===== config.mk =====
export PLATFORM = sky130hd
export DESIGN_NAME = logic_unit_pipe
export DESIGN_NICKNAME = d
export VERILOG_FILES = /design/src/rtl/logic_unit_pipe.sv
export SDC_FILE = /design/constraint.sdc
export NUM_CORES = 1
export LEC_CHECK = 0
export ABC_AREA = 1
export CAP_MARGIN = 20
export CORE_ASPECT_RATIO = 0.9
export CORE_MARGIN = 5
export CORE_UTILIZATION = 30
export DETAILED_ROUTE_END_ITERATION = 10
export PLACE_DENSITY = 0.46
export SLEW_MARGIN = 20
export SYNTH_ARGS = -nofsm -noshare
export SYNTH_HDL_FRONTEND = slang
export SYNTH_SLANG_ARGS = --single-unit

===== constraint.sdc =====
create_clock -name clk -period 5.5 [get_ports clk]
set_clock_uncertainty 0.05 [all_clocks]
set_input_delay 0.55 -clock clk [delete_from_list [all_inputs] [get_ports clk]]
set_output_delay 0.55 -clock clk [all_outputs]
set_load 0.01 [all_outputs]

===== src/rtl/logic_unit_pipe.sv =====
// rtl/logic_unit_pipe.sv - two-stage valid/ready logic and shift unit
// S1 holds the accepted operands; S2 holds the registered result and {N,Z,C,V} flags.
module logic_unit_pipe #(
   parameter int N  = 32,
   parameter int SW = $clog2(N)
) (
   input  logic         clk,
   input  logic         rst,
   input  logic         in_valid,
   output logic         in_ready,
   input  logic [2:0]   op,
   input  logic [N-1:0] a,
   input  logic [N-1:0] b,
   output logic         out_valid,
   input  logic         out_ready,
   output logic [N-1:0] result,
   output logic [3:0]   flags
);

   localparam logic [2:0] OP_NOT  = 3'd0;
   localparam logic [2:0] OP_AND  = 3'd1;
   localparam logic [2:0] OP_OR   = 3'd2;
   localparam logic [2:0] OP_XOR  = 3'd3;
   localparam logic [2:0] OP_NAND = 3'd4;
   localparam logic [2:0] OP_NOR  = 3'd5;
   localparam logic [2:0] OP_SLL  = 3'd6;
   localparam logic [2:0] OP_SRL  = 3'd7;

   logic         s1_valid;
   logic [2:0]   s1_op;
   logic [N-1:0] s1_a;
   logic [N-1:0] s1_b;
   logic         s2_valid;
   logic         s1_adv;

   logic [N:0]   sll_ext;
   logic [N:0]   srl_ext;
   logic [N-1:0] calc_res;
   logic         calc_c;
   logic [3:0]   calc_flags;

   assign s1_adv    = !s2_valid || out_ready;
   assign in_ready  = !rst && (!s1_valid || s1_adv);
   assign out_valid = s2_valid;

   // One guard bit on each side of the shifted operand catches the last bit shifted out.
   always_comb begin
      sll_ext  = {1'b0, s1_a} << s1_b[SW-1:0];
      srl_ext  = {s1_a, 1'b0} >> s1_b[SW-1:0];
      calc_res = '0;
      calc_c   = 1'b0;
      case (s1_op)
         OP_NOT:  calc_res = ~s1_a;
         OP_AND:  calc_res = s1_a & s1_b;
         OP_OR:   calc_res = s1_a | s1_b;
         OP_XOR:  calc_res = s1_a ^ s1_b;
         OP_NAND: calc_res = ~(s1_a & s1_b);
         OP_NOR:  calc_res = ~(s1_a | s1_b);
         OP_SLL: begin
            calc_res = sll_ext[N-1:0];
            calc_c   = sll_ext[N];
         end
         OP_SRL: begin
            calc_res = srl_ext[N:1];
            calc_c   = srl_ext[0];
         end
         default: calc_res = '0;
      endcase
      calc_flags = {calc_res[N-1], (calc_res == '0), calc_c, 1'b0};
   end

   always_ff @(posedge clk) begin
      if (rst) begin
         s1_valid <= 1'b0;
         s2_valid <= 1'b0;
         result   <= '0;
         flags    <= '0;
      end else begin
         if (in_ready) begin
            s1_valid <= in_valid;
         end
         if (s1_adv) begin
            s2_valid <= s1_valid;
            if (s1_valid) begin
               result <= calc_res;
               flags  <= calc_flags;
            end
         end
      end
   end

   // Operand registers need no reset: s1_valid qualifies them.
   always_ff @(posedge clk) begin
      if (in_valid && in_ready) begin
         s1_op <= op;
         s1_a  <= a;
         s1_b  <= b;
      end
   end

endmodule

==> reports/qor.yml <==
run_status:
  outcome: "completed"
power:
  power.static_leakage_nw: 4.70
  power_per_cell_area_nw_per_um2: 198
  power.ir.vdd_worst_uv: 133
logic_synthesis:
  synth_top_cell_area_share_pct: 21.6
  synthCells: 1392
  synth.distinct_cells: 42
  post_synth_mux_area_share_pct: 0.212
  synth.yosys.seq_area_share_pct: 28.9
  post_synth_fa_ha_maj_area_fraction_pct: 8.74
  post_synth_instance_area_um2: 9450
  postSynth.asyncResetShare_pct: 0
  synth.area.top_cells: "sky130_fd_sc_hd__nand3_1, sky130_fd_sc_hd__edfxtp_1, sky130_fd_sc_hd__nand2_1"
  fraction_of_the_mapped_netlist_area_in_compound_gates_pct: 7.78
  avgSynthCellArea_um2: 6.79
  synthesis.nets: 1529
  synth_seq_cells: 103
  synth-main-ff-cell: "sky130_fd_sc_hd__edfxtp_1"
  leading_cell_types_by_count_after_synthesis: "sky130_fd_sc_hd__nand3_1, sky130_fd_sc_hd__nand2_1, sky130_fd_sc_hd__inv_1"
  area_fraction_in_and_or_nand_and_nor_cells_after_synthesis_pct: 43.7
  combinational_family_with_the_most_area_after_synthesis: "simple AND/OR/NAND/NOR gates"
  post_synth_xor_area_fraction_pct: 0
  yosysTopAreaCell: "sky130_fd_sc_hd__nand3_1"
  ys.warnings.count: 0
  synth-edff-count: 67
  yosys.cell_count.top_type: "sky130_fd_sc_hd__nand3_1"
placement:
  post_dp_cell_area_um2: 10600
  place_hpwl_um: 30600
  port_buffers: 107
  dp_worst_setup_slack_ns: 2.16
  gpl.final_weighted_congestion: 0.994
worst_hold_path:
  min-delay-path-class: "reg -> reg"
setup_path:
  internal_reg_to_reg_setup_slack_ns: 2.14
  critical-path-slowest-cell: "sky130_fd_sc_hd__buf_4"
  crit_path_max_incr_delay_ns: 0.43
  timing.critical_path.cells: "buf_4 -> inv_4 -> ha_1 -> or2_1 -> nand3_1 -> nand3_1 -> nand3_1 -> nand3_1 -> nand2_1 -> nand2_1 -> nor2_1 -> nand2_1 -> nor2_1 -> nand3_1 -> a21oi_2"
  worst-endpoint-arrival_ns: 3.61
  timing.critical_path.required_ns: 5.75
  timing.critical_path.to_type: "flop"
  cp-start-kind: "flop"
  crit_top_cell: "sky130_fd_sc_hd__nand3_1"
  worst-path-max-fanout: 37
  timing_worst_setup_path_type: "reg -> reg"
routing:
  final_antenna_net_count: 0
  detailedRoute.firstIterationViolations: 1109
  dr.pass1.iters: 6
  avgRoutedWirePerCell_um: 22.0
  routed_wl_um: 40700
  remaining_drc_errors: 0
  vias_per_cell: 5.51
  vias: 10200
final_layout:
  final_cell_area_um2: 10900
  proportion_of_layout_cells_with_a_drive_suffix_above_1_pct: 6.52
  final.fill_count: 3390
  num_antenna_cells: 0
  num-nets-final: 1573
  flow.area_growth_from_synthesis_pct: 15.8
  finalCoreUtilization_pct: 35.3
sta:
  tightest_slew_ns: 1.13
  maxSlewHeadroom_pct: 24.3
  maxClockFrequency_mhz: 298
  setup_viol: 0
  post-route-period-util_pct: 61.1
  rsz_0062_raised_after_global_routing: "no"
  timing_hold_violations_final: 0
  setup_tns_ns: 0
  timing.final.max_slew_violations: 0
  finalWorstSetupSlack_ns: 2.14
  layout_min_cycle_time_ns: 3.36
floorplanning:
  floorplan.core_area_um2: 31000
  die_area_um2: 35200
  start_util_pct: 30.5
  boundaryPins: 109
  die_height_um: 178
  placement_rows: 61
  die_x_um: 197
clocking:
  clock_latency_ns: 0.37
  post_cts_hold_buffer_count: 0
  tritoncts: "yes"
  numCtsBuffers: 9
  clock_tree_sinks: 103
  postCtsSetupBuffers: 0
  clock_tree.buffer_depth: 2
  clock-root-buffer: "sky130_fd_sc_hd__clkbuf_16"
  cts.clk_slew.worst_paths_ns: 0.08
  post_cts.resized_instances: 0
  clock_tree.htree_level_count: 3
global_route:
  globalRouteMet1Util_pct: 32.1
  vias_in_the_first_global_route: 9618
  grt.met2_usage_pct: 35.8
  grt_util_all_layers_pct: 22.9
  grt-busiest-layer: "met2"
  gr-total-overflow: 0
  gr-usage-met3_pct: 3.83
  grt_antenna_before_repair: 1
  wire_length_of_the_first_global_routing_pass_um: 60800
  grt_max_degree: 71
flow_run:
  maxCapViolCount: 0
kinds of logic (layout without fill, tap and decap cells):
| logic type | Yosys count | in the layout |
|---|---|---|
| other | 1 | 1 |
| adder cells (fa/ha/maj) | 66 | 66 |
| AO/OA/AOI/OAI | 138 | 138 |
| buffers and inverters | 214 | 263 |
| AND/OR/NAND/NOR | 868 | 868 |
| multiplexers | 2 | 2 |
| flip-flops | 103 | 103 |
sequential cells by signal (all words and copies together) (netlist names):
signal,flops
out_valid,1
s1_valid,1
s1_b,32
s1_op,3
s1_a,32
result,32
flags,2
metrics by stage:
step           instances  power, mW  hold slack (ns)
2_1_floorplan       1392       1.25            0.424
3_5_place_dp        1834       1.49            0.445
3_3_place_gp        1834       1.49            0.439
6_report            1850       2.17            0.453
4_1_cts             1850       2.18            0.456
5_1_grt             1850       2.27            0.490
where the power goes:
part	internal, mW	switching (mW)
logic	0.200	0.353
clock network	0.328	0.360
registers	0.868	0.0567
worst max-delay path: cells and delay by family, from the launching register on:
family                   cells  cell delay [ns]
AO/OA/AOI/OAI                1             0.12
adder cells (fa/ha/maj)      1             0.30
flip-flops                   1             0.33
buffers and inverters        2             0.81
AND/OR/NAND/NOR             11             1.65
layout make-up:
cell class	instances	area, um^2	area share (%)
clock inverter	7	88.8	0.812
inverter	125	474	4.33
sequential	103	2730	25.0
tap	409	512	4.68
multi-input combinational	1075	5730	52.3
clock buffer	9	225	2.06
timing repair buffer	122	1180	10.8
layout by cell type (no fill, tap or decap), drive strengths merged:
master	synthesis	routed
nand3	415	415
nand2	321	321
inv	123	125
clkdlybuf4s50	0	107
nor2	74	74
o21ai	72	72
edfxtp	67	67
ha	66	66
a21oi	51	51
nand4	36	36
dfxtp	36	36
buf	71	15
nor3	11	11
clkbuf	18	9
o211ai	7	7
clkinv	2	7
nand3b	5	5
or2	5	5
o21a	3	3
o2111ai	2	2
mux2i	2	2
o22ai	1	1
and3	1	1
a31oi	1	1
a22oi	1	1
conb	1	1
path summary, 6_finish.rpt:
check           start  endpoint  cells past startpoint
max           s1_b[0]  flags[2]                     15
min          flags[2]  flags[2]                      2
max reg2reg   s1_b[0]  flags[2]                     15
min reg2reg  flags[2]  flags[2]                      2
layer usage:
layer | routed length (um) | vias to the layer above | share of wire [%]
li1 | - | 4845 | -
met1 | 18000 | 4857 | 44
met2 | 18200 | 424 | 45
met3 | 3090 | 63 | 7.6
met4 | 1410 | 0 | 3.5
met5 | 0 | - | 0
No activity file was read; power rests on OpenSTA's default activity.
